===== config.mk =====
export PLATFORM = sky130hd
export DESIGN_NAME = npc_pc_gen_flat
export DESIGN_NICKNAME = d
export VERILOG_FILES = /design/src/rtl/npc_pc_gen_pkg.sv /design/src/rtl/npc_pc_gen_if.sv /design/src/rtl/npc_br_cmp.sv /design/src/rtl/npc_pc_gen.sv /design/src/flat_wrapper.sv
export SDC_FILE = /design/constraint.sdc
export NUM_CORES = 1
export LEC_CHECK = 0
export CELL_PAD_IN_SITES_DETAIL_PLACEMENT = 1
export CELL_PAD_IN_SITES_GLOBAL_PLACEMENT = 2
export CORE_UTILIZATION = 19
export DETAILED_ROUTE_END_ITERATION = 7
export PLACE_DENSITY_LB_ADDON = 0.1
export REMOVE_ABC_BUFFERS = 1
export SLEW_MARGIN = 20
export SYNTH_ARGS = -nofsm -noshare
export SYNTH_HDL_FRONTEND = slang
export SYNTH_SLANG_ARGS = --single-unit

===== constraint.sdc =====
create_clock -name clk -period 3.2 [get_ports clk]
set_clock_uncertainty 0.15 [all_clocks]
set_input_delay 0.8 -clock clk [delete_from_list [all_inputs] [get_ports clk]]
set_output_delay 0.8 -clock clk [all_outputs]
set_load 0.05 [all_outputs]

===== src/rtl/npc_pc_gen_pkg.sv =====
// npc_pc_gen_pkg: shared definitions for the next-PC generator.
//   - br_op_e    : branch-type encodings on the br_op bus
//   - NPC_*      : default reset/handler vectors and legal fetch window
//   - sat_inc    : saturating 32-bit increment used by the optional counters
//                  (NPC_PERF_CNT_EN)
package npc_pc_gen_pkg;

  typedef enum logic [2:0] {
    BR_NONE = 3'd0,
    BR_BEQ  = 3'd1,
    BR_BNE  = 3'd2,
    BR_BLEZ = 3'd3,
    BR_BGTZ = 3'd4,
    BR_BLTZ = 3'd5,
    BR_BGEZ = 3'd6,
    BR_RSVD = 3'd7
  } br_op_e;

  localparam logic [31:0] NPC_RESET_PC   = 32'h0000_3000;
  localparam logic [31:0] NPC_HANDLER_PC = 32'h0000_4180;
  localparam logic [31:0] NPC_IMEM_LO    = 32'h0000_3000;
  localparam logic [31:0] NPC_IMEM_HI    = 32'h0000_6FFC;

  function automatic logic [31:0] sat_inc(input logic [31:0] v);
    return (v == 32'hFFFF_FFFF) ? v : v + 32'd1;
  endfunction

endpackage


===== src/rtl/npc_pc_gen_if.sv =====
// npc_pc_gen_if: D-stage redirect inputs and F-stage PC outputs of npc_pc_gen.
//   master : decode/CP0 side (drives stall, branch/jump/exception controls,
//            reads f_pc, f_pc4, f_adel, redirect)
//   slave  : the PC generator
// With NPC_PERF_CNT_EN defined, perf_redirects/perf_stalls are added.
interface npc_pc_gen_if #(
  parameter int ADDR_W = 32
);
  logic              stall;
  logic [ADDR_W-1:0] d_pc;
  logic [2:0]        br_op;
  logic [31:0]       rs_val;
  logic [31:0]       rt_val;
  logic [15:0]       br_imm16;
  logic              j_en;
  logic [25:0]       j_imm26;
  logic              jr_en;
  logic [ADDR_W-1:0] jr_target;
  logic              exc_req;
  logic              eret;
  logic [ADDR_W-1:0] epc;
  logic [ADDR_W-1:0] f_pc;
  logic [ADDR_W-1:0] f_pc4;
  logic              f_adel;
  logic              redirect;
`ifdef NPC_PERF_CNT_EN
  logic [31:0]       perf_redirects;
  logic [31:0]       perf_stalls;
`endif

  modport master (
    output stall, d_pc, br_op, rs_val, rt_val, br_imm16, j_en, j_imm26,
           jr_en, jr_target, exc_req, eret, epc,
`ifdef NPC_PERF_CNT_EN
    input  perf_redirects, perf_stalls,
`endif
    input  f_pc, f_pc4, f_adel, redirect
  );

  modport slave (
    input  stall, d_pc, br_op, rs_val, rt_val, br_imm16, j_en, j_imm26,
           jr_en, jr_target, exc_req, eret, epc,
`ifdef NPC_PERF_CNT_EN
    output perf_redirects, perf_stalls,
`endif
    output f_pc, f_pc4, f_adel, redirect
  );

endinterface


===== src/rtl/npc_br_cmp.sv =====
// npc_br_cmp: combinational branch-condition evaluator.
//   br_op  : branch type (br_op_e encoding, reserved treated as none)
//   rs_val : forwarded rs operand (compared as signed 32-bit)
//   rt_val : forwarded rt operand
//   taken  : branch condition holds
module npc_br_cmp
  import npc_pc_gen_pkg::*;
(
  input  logic [2:0]  br_op,
  input  logic [31:0] rs_val,
  input  logic [31:0] rt_val,
  output logic        taken
);

  logic signed [31:0] rs_s;
  logic signed [31:0] rt_s;

  assign rs_s = $signed(rs_val);
  assign rt_s = $signed(rt_val);

  always_comb begin
    taken = 1'b0;
    case (br_op_e'(br_op))
      BR_BEQ:  taken = (rs_s == rt_s);
      BR_BNE:  taken = (rs_s != rt_s);
      BR_BLEZ: taken = (rs_s <= 32'sd0);
      BR_BGTZ: taken = (rs_s >  32'sd0);
      BR_BLTZ: taken = (rs_s <  32'sd0);
      BR_BGEZ: taken = (rs_s >= 32'sd0);
      default: taken = 1'b0;
    endcase
  end

endmodule


===== src/rtl/npc_pc_gen.sv =====
// npc_pc_gen: F-stage PC register and next-PC select.
//   clk, rst_n : clock (rising edge), asynchronous active-low reset
//   bus        : npc_pc_gen_if.slave (D-stage redirects, exception/eret,
//                stall in; f_pc, f_pc4, f_adel, redirect out)
// Next-PC priority: exception > eret > taken branch > j > jr > pc+4.
// Optional macro NPC_PERF_CNT_EN adds saturating redirect/stall counters.
module npc_pc_gen
  import npc_pc_gen_pkg::*;
#(
  parameter int                ADDR_W     = 32,
  parameter logic [ADDR_W-1:0] RESET_PC   = ADDR_W'(NPC_RESET_PC),
  parameter logic [ADDR_W-1:0] HANDLER_PC = ADDR_W'(NPC_HANDLER_PC),
  parameter logic [ADDR_W-1:0] IMEM_LO    = ADDR_W'(NPC_IMEM_LO),
  parameter logic [ADDR_W-1:0] IMEM_HI    = ADDR_W'(NPC_IMEM_HI)
) (
  input logic         clk,
  input logic         rst_n,
  npc_pc_gen_if.slave bus
);

  function automatic logic [ADDR_W-1:0] br_offset(input logic [15:0] imm);
    return {{(ADDR_W-18){imm[15]}}, imm, 2'b00};
  endfunction

  logic [ADDR_W-1:0] f_pc_q;
  logic [ADDR_W-1:0] f_pc_d;
  logic [ADDR_W-1:0] pc_plus4;
  logic [ADDR_W-1:0] br_target;
  logic [ADDR_W-1:0] j_target;
  logic [ADDR_W-1:0] next_pc;
  logic              br_taken;
  logic              non_seq;
  logic              hold;

  npc_br_cmp u_br_cmp (
    .br_op  (bus.br_op),
    .rs_val (bus.rs_val),
    .rt_val (bus.rt_val),
    .taken  (br_taken)
  );

  assign pc_plus4  = f_pc_q + ADDR_W'(4);
  assign br_target = bus.d_pc + ADDR_W'(4) + br_offset(bus.br_imm16);
  assign j_target  = {bus.d_pc[ADDR_W-1:28], bus.j_imm26, 2'b00};

  always_comb begin
    next_pc = pc_plus4;
    if (bus.exc_req)   next_pc = HANDLER_PC;
    else if (bus.eret) next_pc = bus.epc;
    else if (br_taken) next_pc = br_target;
    else if (bus.j_en) next_pc = j_target;
    else if (bus.jr_en) next_pc = bus.jr_target;
  end

  // Exceptions and eret override a hazard stall; everything else waits.
  assign hold    = bus.stall && !bus.exc_req && !bus.eret;
  assign non_seq = bus.exc_req || bus.eret || br_taken || bus.j_en || bus.jr_en;

  always_comb begin
    f_pc_d = hold ? f_pc_q : next_pc;
  end

  always_ff @(posedge clk or negedge rst_n) begin
    if (!rst_n) f_pc_q <= RESET_PC;
    else        f_pc_q <= f_pc_d;
  end

  assign bus.f_pc     = f_pc_q;
  assign bus.f_pc4    = pc_plus4;
  assign bus.redirect = non_seq && !hold;
  // A wrapped or jr-supplied address lands here; CP0 decides what to do.
  assign bus.f_adel   = (f_pc_q[1:0] != 2'b00) || (f_pc_q < IMEM_LO) ||
                        (f_pc_q > IMEM_HI);

`ifdef NPC_PERF_CNT_EN
  logic [31:0] perf_redirects_q;
  logic [31:0] perf_redirects_d;
  logic [31:0] perf_stalls_q;
  logic [31:0] perf_stalls_d;

  always_comb begin
    perf_redirects_d = bus.redirect ? sat_inc(perf_redirects_q) : perf_redirects_q;
    perf_stalls_d    = hold ? sat_inc(perf_stalls_q) : perf_stalls_q;
  end

  always_ff @(posedge clk or negedge rst_n) begin
    if (!rst_n) begin
      perf_redirects_q <= 32'd0;
      perf_stalls_q    <= 32'd0;
    end else begin
      perf_redirects_q <= perf_redirects_d;
      perf_stalls_q    <= perf_stalls_d;
    end
  end

  assign bus.perf_redirects = perf_redirects_q;
  assign bus.perf_stalls    = perf_stalls_q;
`endif

endmodule


===== src/flat_wrapper.sv =====
// flat-port wrapper written by rule: the top's interface ports become plain ports
module npc_pc_gen_flat import npc_pc_gen_pkg::*;
#(
  parameter int                ADDR_W     = 32,
  parameter logic [ADDR_W-1:0] RESET_PC   = ADDR_W'(NPC_RESET_PC),
  parameter logic [ADDR_W-1:0] HANDLER_PC = ADDR_W'(NPC_HANDLER_PC),
  parameter logic [ADDR_W-1:0] IMEM_LO    = ADDR_W'(NPC_IMEM_LO),
  parameter logic [ADDR_W-1:0] IMEM_HI    = ADDR_W'(NPC_IMEM_HI)
)
  (clk, rst_n, bus_stall, bus_d_pc, bus_br_op, bus_rs_val, bus_rt_val, bus_br_imm16, bus_j_en, bus_j_imm26, bus_jr_en, bus_jr_target, bus_exc_req, bus_eret, bus_epc, bus_f_pc, bus_f_pc4, bus_f_adel, bus_redirect);
  npc_pc_gen_if #(.ADDR_W(ADDR_W)) bus_i ();
  input logic clk;
  input logic rst_n;
  input wire logic [$bits(bus_i.stall)-1:0] bus_stall;
  input wire logic [$bits(bus_i.d_pc)-1:0] bus_d_pc;
  input wire logic [$bits(bus_i.br_op)-1:0] bus_br_op;
  input wire logic [$bits(bus_i.rs_val)-1:0] bus_rs_val;
  input wire logic [$bits(bus_i.rt_val)-1:0] bus_rt_val;
  input wire logic [$bits(bus_i.br_imm16)-1:0] bus_br_imm16;
  input wire logic [$bits(bus_i.j_en)-1:0] bus_j_en;
  input wire logic [$bits(bus_i.j_imm26)-1:0] bus_j_imm26;
  input wire logic [$bits(bus_i.jr_en)-1:0] bus_jr_en;
  input wire logic [$bits(bus_i.jr_target)-1:0] bus_jr_target;
  input wire logic [$bits(bus_i.exc_req)-1:0] bus_exc_req;
  input wire logic [$bits(bus_i.eret)-1:0] bus_eret;
  input wire logic [$bits(bus_i.epc)-1:0] bus_epc;
  output wire logic [$bits(bus_i.f_pc)-1:0] bus_f_pc;
  output wire logic [$bits(bus_i.f_pc4)-1:0] bus_f_pc4;
  output wire logic [$bits(bus_i.f_adel)-1:0] bus_f_adel;
  output wire logic [$bits(bus_i.redirect)-1:0] bus_redirect;
  assign bus_i.stall = bus_stall;
  assign bus_i.d_pc = bus_d_pc;
  assign bus_i.br_op = bus_br_op;
  assign bus_i.rs_val = bus_rs_val;
  assign bus_i.rt_val = bus_rt_val;
  assign bus_i.br_imm16 = bus_br_imm16;
  assign bus_i.j_en = bus_j_en;
  assign bus_i.j_imm26 = bus_j_imm26;
  assign bus_i.jr_en = bus_jr_en;
  assign bus_i.jr_target = bus_jr_target;
  assign bus_i.exc_req = bus_exc_req;
  assign bus_i.eret = bus_eret;
  assign bus_i.epc = bus_epc;
  assign bus_f_pc = bus_i.f_pc;
  assign bus_f_pc4 = bus_i.f_pc4;
  assign bus_f_adel = bus_i.f_adel;
  assign bus_redirect = bus_i.redirect;
  npc_pc_gen #(.ADDR_W(ADDR_W), .RESET_PC(RESET_PC), .HANDLER_PC(HANDLER_PC), .IMEM_LO(IMEM_LO), .IMEM_HI(IMEM_HI)) u_core (.clk(clk), .rst_n(rst_n), .bus(bus_i));
endmodule

# Word-level counts from Yosys, hierarchy flattened
# Index checks and enable logic that the tools add are counted.
# totals
register_bits	32
inputBits	212
out_inout_bits	66
word_cells	37
# classes
add_sub_neg	3
n_lt_le_gt_ge	6
eq_ne	8
mux	6
n_reduce_logical	13
# op_table
op	n
2-to-1 mux 32 bit	5
adder 32 x 3 -> 32 bit (second input constant)	2
adder 32 bit	1
== test 32 bit	1
>= comparator 32 x 1 -> 1 bit (second input constant)	1
greater-than comparator 32 x 1 -> 1 bit (second input constant)	1
greater-than comparator 32 x 15 -> 1 bit (second input constant)	1
<= comparator 32 x 1 -> 1 bit (second input constant)	1
< comparator 32 x 1 -> 1 bit (second input constant)	1
< comparator 32 x 14 -> 1 bit (second input constant)	1
inequality test 32 bit	1
== test 3 bit (second input constant)	3
== test 3 x 2 -> 1 bit (second input constant)	2
logical OR 1 bit	6
case mux 1 bit (6 select lines)	1
== test 3 x 1 -> 1 bit (second input constant)	1
logical AND 1 bit	3
zero test 1 bit	3
nonzero test 2 bit	1

# Longest topological paths before layout
# Gate-level depths: netlist of the first run.
# depth
word_depth	6
mapped_depth	16
mapped_depth_nobuf	16

# Cells and area by module
# From an unflattened synthesis of the first run, not the netlist that was laid out.
# unflattened
cells_unflattened	727
area_unflattened_um2	5567.8
# modules_own_cells
module	instances	cells_each	area_per_inst_um2	seq_area_each_um2
npc_pc_gen	1	666	5092.4	803.3
npc_br_cmp	1	61	475.5	0.0

# Least setup slack after synthesis of the first run
# No wires, ideal clock.
# synth_timing
path_type	input to output
from	input port bus_rs_val[2]
to	output port bus_redirect
arrival_time_ns	2.574
t_required_ns	2.250
slack_ns	-0.324
path_stages	8
path_buffers	1
cell_sequence	xnor2_1 nand4_1 nor4_1 a311o_1 nand3_2 buf_6 a21oi_1 nand2b_1
# synth_via
elab_chain_cells	6
elab_cells_between_ends	11
classes_between	4 x order compare; 2 x eq/ne; 1 x mux; 4 x reduce/logical
# synth_lines
item	line	source
from (decl)	flat_wrapper.sv:17	input wire logic [$bits(bus_i.rs_val)-1:0] bus_rs_val;
>= comparator 32 x 1 -> 1 bit, or another cell as far along	npc_br_cmp.sv:29	BR_BGEZ: taken = (rs_s >= 32'sd0);
case mux 1 bit (6 select lines) *	npc_br_cmp.sv:23	case (br_op_e'(br_op))
logical OR 1 bit * (3 in series)	npc_pc_gen.sv:57	assign non_seq = bus.exc_req || bus.eret || br_taken || bus.j_en || bus.jr_en;
logical AND 1 bit *	npc_pc_gen.sv:70	assign bus.redirect = non_seq && !hold;
to (decl)	flat_wrapper.sv:30	output wire logic [$bits(bus_i.redirect)-1:0] bus_redirect;
# Mark *: on every way between the ends. The rest lies on a longest branch, timed or not.

# Final worst setup path of the first run
# layout_timing
from	input port bus_rt_val[27]
to	output port bus_redirect
# layout_via
elab_chain_cells	6
elab_cells_between_ends	7
classes_between	2 x eq/ne; 1 x mux; 4 x reduce/logical
# layout_lines
item	line	source
from (decl)	flat_wrapper.sv:18	input wire logic [$bits(bus_i.rt_val)-1:0] bus_rt_val;
inequality test 32 bit / == test 32 bit (equally long branches)	npc_br_cmp.sv:25, npc_br_cmp.sv:24	
case mux 1 bit (6 select lines) *	npc_br_cmp.sv:23	
logical OR 1 bit * (3 in series)	npc_pc_gen.sv:57	
logical AND 1 bit *	npc_pc_gen.sv:70	
# Marked as above.

==> results.sh, run 1 <==
export IMPL_status="complete, but fails checks"
export IMPL_violations="setup timing"
export IMPL_grt_pass1_wl_um=41800
export IMPL_antenna_found_initial=1
export IMPL_yosys_area_top_type="dfrtp_1"
export IMPL_drcViolationCount=0
export IMPL_p_leak_nw=4.85
export IMPL_num_io_pins=278
export IMPL_stdcell_count=1471
export IMPL_regToRegSetupSlack_ps=430
export IMPL_grt_remaining_overflow=0
export IMPL_cts_buffers=5
export IMPL_dieArea_mm2=0.0286
export IMPL_hold_violations=0
export IMPL_ctsHtreeMaxLevel=2
export IMPL_yosysUniqueCellTypes=66
export IMPL_power_frac_seq_pct=15.6
export IMPL_min_path_type="in2async"
export IMPL_tns_ps=-1450
export IMPL_dieWidth_um=169
export IMPL_max_freq_mhz=282
export IMPL_slew_violations=0
export IMPL_drt_iter0_markers=231
export IMPL_wirelength_um=28600
export IMPL_p_comb_share_pct=68.4
export IMPL_synth_top_area_share_pct=14.1
export IMPL_syn_cell_area_mm2=0.00531
export IMPL_io_buffers=277
export IMPL_drive_above_1_share_pct=38.3
export IMPL_synthTopCellsByArea="dfrtp_1 (14%), ha_1 (14%), xnor2_1 (11%)"
export IMPL_vias_per_cell=4.58
export IMPL_diodes=0
export IMPL_crit_required_ps=2250
export IMPL_hpwl_um=22500
export IMPL_cp_arrival_ps=2600
export IMPL_start_util_pct=19.5
export IMPL_synth_edf_count=0
export IMPL_hold_ws_ps=469
export IMPL_critPathLaunchType="primary input"
export IMPL_ys_seq_area_share_pct=15.1
export IMPL_largest_register_ffs=32
export IMPL_finalNetCount=1369
export IMPL_grt_use_total_pct=18.9
export IMPL_period_share_pct=111
export IMPL_synth_seq_cells=32
export IMPL_root_buffer="clkbuf_16"
export IMPL_grt_pass1_vias=7149
export IMPL_antenna_left=0
export IMPL_synthArstFlopShare_pct=100
export IMPL_layout_setup_ws_ps=-348
export IMPL_setup_viol=12
export IMPL_num_vias=6732
export IMPL_clock_sinks=32
export IMPL_path_cells="buf_6 > xnor2_2 > nand4_1 > nor4_4 > a21boi_2 > a311o_1 > nand3_4 > a21oi_4 > nand2b_4 > buf_12"
export IMPL_core_area_mm2=0.0272
export IMPL_areaGrowthSynthToFinish_pct=106
export IMPL_gp_congestion=0.800
export IMPL_ys_flop_type="dfrtp_1"
export IMPL_clkTransAtPathRegs_ps=60
export IMPL_clk_latency_ps=280
export IMPL_die_h_um=169
export IMPL_drv_cap=0
export IMPL_p_per_area_mw_per_mm2=289
export IMPL_power_mw=3.16
export IMPL_crit_slowest_cell="nor4_4"
export IMPL_yosysWarnings=0
export IMPL_timing_slew_headroom_pct=43.7
export IMPL_avgSynthCellArea_um2=7.73
export IMPL_rows=60
export IMPL_peakVddDrop_v=0.000190
export IMPL_rsz0062_at_grt="yes"
export IMPL_synth_common_cells="nand2_1 (80), xnor2_1 (64), ha_1 (58), a21oi_1 (53), mux2i_1 (41)"
export IMPL_period_minus_slack_ps=3550
export IMPL_switching_share_pct=42.0
export IMPL_clockPowerShare_pct=16.0
export IMPL_cts_tree="yes"
export IMPL_tightest_slew_ps=845
export IMPL_grt_start_max_net_pins=62
export IMPL_cp_end_kind="primary output"
export IMPL_critPathMaxFanout=2
export IMPL_syn_inst=687
export IMPL_max_stage_delay_ps=380
export IMPL_intPower_mw=1.83
export IMPL_cts_hold_buffers=0
export IMPL_clockBufferDepth=2
export IMPL_path_class="in2out"
export IMPL_p_sw_mw=1.33
export IMPL_dp_cells=1431
export IMPL_synth_most_common_cell="nand2_1"
export IMPL_dr_pass1_iters=4
export IMPL_wire_per_inst_um=19.4
-- area by class of cell --
type / instances / area [µm²]
Timing Repair Buffer: 440 / 4170
Sequential cell: 32 / 803
Multi-Input combinational cell: 590 / 5220
Clock inverter: 1 / 7.51
Clock buffer: 7 / 143
Tap cell: 372 / 465
Fill cell: 3164 / 16200
Inverter: 29 / 114
-- per-layer routing --
| metal | GRT usage (%) | share of wire [%] | vias to the layer above |
|---|---|---|---|
| met1 | 25.3 | 46 | 3184 |
| met4 | 2.59 | 1.1 | 0 |
| met3 | 3.13 | 5.1 | 20 |
| met5 | 0 | 0 | - |
| li1 | - | - | 3336 |
| met2 | 32.6 | 48 | 192 |
-- kinds of logic (layout without fill, tap and decap cells) --
group / Yosys count / count (layout) / synth area share (%)
and+or+nand+nor: 205 / 205 / 19.3
AOI/OAI and AO/OA: 198 / 198 / 24.4
xor gates and xnor gates: 87 / 87 / 14.3
buffers and inverters: 65 / 477 / 5.09
adders and majority gates: 59 / 59 / 14.0
muxes: 41 / 41 / 7.73
DFF: 32 / 32 / 15.1
-- final timing paths --
check / startpoint / endpoint / cells after the start
max in group asynchronous: rst_n / u_core.bus.f_pc[30] / 1
setup reg to reg: u_core.bus.f_pc[12] / u_core.bus.f_pc[23] / 12
hold / removal: rst_n / u_core.bus.f_pc[0] / 1
hold reg to reg: u_core.bus.f_pc[3] / u_core.bus.f_pc[3] / 2
setup / recovery: bus_rt_val[27] / bus_redirect / 10
min in group clk: u_core.bus.f_pc[3] / u_core.bus.f_pc[3] / 2
-- layout by cell type, fill, tap and decap left out, types with 4 or more instances in the layout --
master and count:
clkdlybuf4s50_1 152, buf_4 151, nand2_1 75, buf_2 44, a21oi_1 41, mux2i_1 39
buf_6 38, nor2_1 37, xnor2_1 34, dfrtp_1 30, xnor2_2 28, ha_1 27
ha_4 27, buf_12 27, o21ai_1 26, o21ai_0 24, inv_1 23, a21o_1 23
xor2_1 19, nand4_1 19, o211ai_1 17, nor4_1 11, a21oi_2 11, dlygate4sd2_1 11
clkbuf_16 9, nand3_1 8, and3_1 8, nor2b_1 6, a221oi_2 6, nor3_1 5
o22ai_1 5, a211oi_2 5, o21a_1 4, ha_2 4, clkdlybuf4s15_2 4, clkdlybuf4s15_1 4
-- timing repair --
| item | 4_1_cts | 5_1_grt |
|---|---|---|
| resized for setup | 456 | 65 |
| setup buffers | 22 | 15 |
| setup endpoints to repair | 46 | 41 |
| gates cloned | 0 | 4 |
| pin swaps | 135 | 64 |
-- per-stage QoR --
stage          setup slack [ps]  instance area, µm²  utilization [%]
6_report                   -348               10900             40.2
5_1_grt                    -491               10900             40.2
4_1_cts                    -286               10500             38.5
3_5_place_dp              -1060                9590             35.3
3_3_place_gp              -1020                9590             35.3
2_1_floorplan              -963                5150                -
-- worst max-delay path: cells and delay by family --
| family | cells | cell delay (ps) |
|---|---|---|
| simple gates | 4 | 860 |
| compound gates | 3 | 550 |
| buf+inv | 2 | 240 |
| xor+xnor | 1 | 140 |
-- power groups by stage --
| stage | Clock, mW | Combinational [mW] | Sequential, mW |
|---|---|---|---|
| detailed placement | 0 | 1.89 | 0.495 |
| global route | 0.532 | 2.32 | 0.497 |
| global placement | 0 | 1.89 | 0.494 |
| floorplan | 0 | 0.754 | 0.625 |
| CTS | 0.515 | 2.06 | 0.491 |
| finish | 0.506 | 2.16 | 0.493 |
No activity file was read; power rests on OpenSTA's default activity.
==> run 2: changes to the inputs <==
- GPL_TIMING_DRIVEN: not set -> 0
==> results.sh, run 2 (synthesis gave the netlist of run 1 again) <==
export IMPL_antenna_found_initial=2
export IMPL_worstReg2RegEnd="u_core.bus.f_pc[22]"
export IMPL_period_share_pct=115
export IMPL_max_freq_mhz=271
export IMPL_period_minus_slack_ps=3690
export IMPL_die_h_um=169
export IMPL_tightest_slew_ps=889
export IMPL_root_buffer="clkbuf_16"
export IMPL_regToRegSetupSlack_ps=550
export IMPL_final_common_cell="clkdlybuf4s50_1"
export IMPL_core_area_mm2=0.0272
export IMPL_rows=60
export IMPL_cts_buffers=5
export IMPL_ctsHtreeMaxLevel=2
export IMPL_wire_per_inst_um=20.2
export IMPL_hold_violations=0
export IMPL_areaGrowthSynthToFinish_pct=95.0
export IMPL_clkTransAtPathRegs_ps=60
export IMPL_io_buffers=277
export IMPL_seqCellArea_um2=813
export IMPL_hold_ws_ps=235
export IMPL_grt_pass1_vias=7102
export IMPL_largest_register_ffs=32
export IMPL_drcViolationCount=0
export IMPL_clk_latency_ps=290
export IMPL_clockBufferDepth=2
export IMPL_gp_congestion=0.737
export IMPL_finalNetCount=1290
export IMPL_critPathLaunchType="primary input"
export IMPL_grt_remaining_overflow=0
export IMPL_p_leak_nw=4.44
export IMPL_postPlaceCellArea_mm2=0.00845
export IMPL_tns_ps=-2810
export IMPL_drive_above_1_share_pct=32.3
export IMPL_num_vias=6513
export IMPL_path_class="in2out"
export IMPL_vias_per_cell=4.68
export IMPL_num_io_pins=278
export IMPL_setup_viol=20
export IMPL_crit_required_ps=2250
export IMPL_status="complete, but fails checks"
export IMPL_r2r_start="u_core.bus.f_pc[13]"
export IMPL_violations="setup timing"
export IMPL_antenna_left=0
export IMPL_layout_setup_ws_ps=-491
export IMPL_start_util_pct=19.5
export IMPL_drt_iter0_markers=194
export IMPL_dr_pass1_iters=4
export IMPL_cp_end_kind="primary output"
export IMPL_fin_area_mm2=0.0104
export IMPL_p_per_area_mw_per_mm2=303
export IMPL_drv_cap=0
export IMPL_rsz0062_at_grt="yes"
export IMPL_worstSetupStartpoint="bus_rt_val[29]"
export IMPL_final_cell_mix="clkdlybuf4s50_1 (151), nand2_1 (71), buf_4 (59)"
export IMPL_wirelength_um=28100
export IMPL_multiInputGateArea_mm2=0.00531
export IMPL_slew_violations=0
export IMPL_timing_slew_headroom_pct=40.6
export IMPL_cts_tree="yes"
export IMPL_min_path_type="in2async"
export IMPL_dieWidth_um=169
export IMPL_grt_start_max_net_pins=63
export IMPL_clock_sinks=32
export IMPL_peakVddDrop_v=0.000200
export IMPL_grt_pass1_wl_um=42500
export IMPL_critPathMaxFanout=3
export IMPL_diodes=0
export IMPL_r2r_cells=10
export IMPL_cp_arrival_ps=2740
export IMPL_dieArea_mm2=0.0286
export IMPL_grt_use_total_pct=19.4
export IMPL_fillCellCount=3112
export IMPL_hpwl_um=20800
run 2: cell type report:
| type | instances | area share, % |
|---|---|---|
| multi-input combinational | 590 | 51.3 |
| timing repair buffer | 361 | 33.7 |
| sequential | 32 | 7.85 |
| tap | 372 | 4.50 |
| clock buffer | 6 | 1.24 |
| inverter | 29 | 1.10 |
| clock inverter | 2 | 0.338 |
run 2: how the worst max path moves through the flow:
| stage | to | slack, ps | cells past startpoint |
|---|---|---|---|
| finish | bus_redirect | -490 | 11 |
| global route | bus_redirect | -630 | 11 |
| CTS | bus_redirect | -460 | 11 |
| detailed placement | bus_redirect | -2110 | 9 |
| global placement | bus_redirect | -3150 | 9 |
| floorplan | bus_redirect | -960 | 7 |
run 2: metal layers:
metal  vias to the layer above  wire, µm  track usage [%]
li1                       3183         -                -
met1                      3125     13000             26.3
met2                       184     13100             32.6
met3                        19      1550             3.68
met4                         2       321             2.62
met5                         -        17                0
run 2: metrics by stage:
| stage | util [%] | std cells | total power, mW | setup slack [ps] |
|---|---|---|---|---|
| 4_1_cts | 37.0 | 1375 | 3.07 | -457 |
| 3_3_place_gp | 30.9 | 1300 | 2.11 | -3150 |
| 5_1_grt | 38.1 | 1392 | 3.31 | -630 |
| 3_5_place_dp | 31.1 | 1304 | 2.11 | -2110 |
| 2_1_floorplan | - | 651 | 1.38 | -963 |
| 6_report | 38.1 | 1392 | 3.14 | -491 |
run 2: where the power goes:
group	switching, mW	internal, mW	leakage (nW)
clock network	0.204	0.367	0.0808
logic	1.07	0.985	3.97
registers	0.0702	0.443	0.394
total	1.34	1.79	4.44
run 2: worst max-delay path, stage by stage:
cell      delay [ps]
buf_2            110
xnor2_2          140
nand4_1          240
nor4_4           320
a21boi_1         110
a311o_1          380
nand3_4          100
buf_12           120
a21oi_4           60
nand2b_4         180
buf_8            180
run 2: what timing repair did:
action                     CTS  global route
setup endpoints to repair   60            54
pin swaps                  136            52
gates resized for setup    543            89
buffers inserted            57            27
cloned                       6             0
hold buffers                 0             0
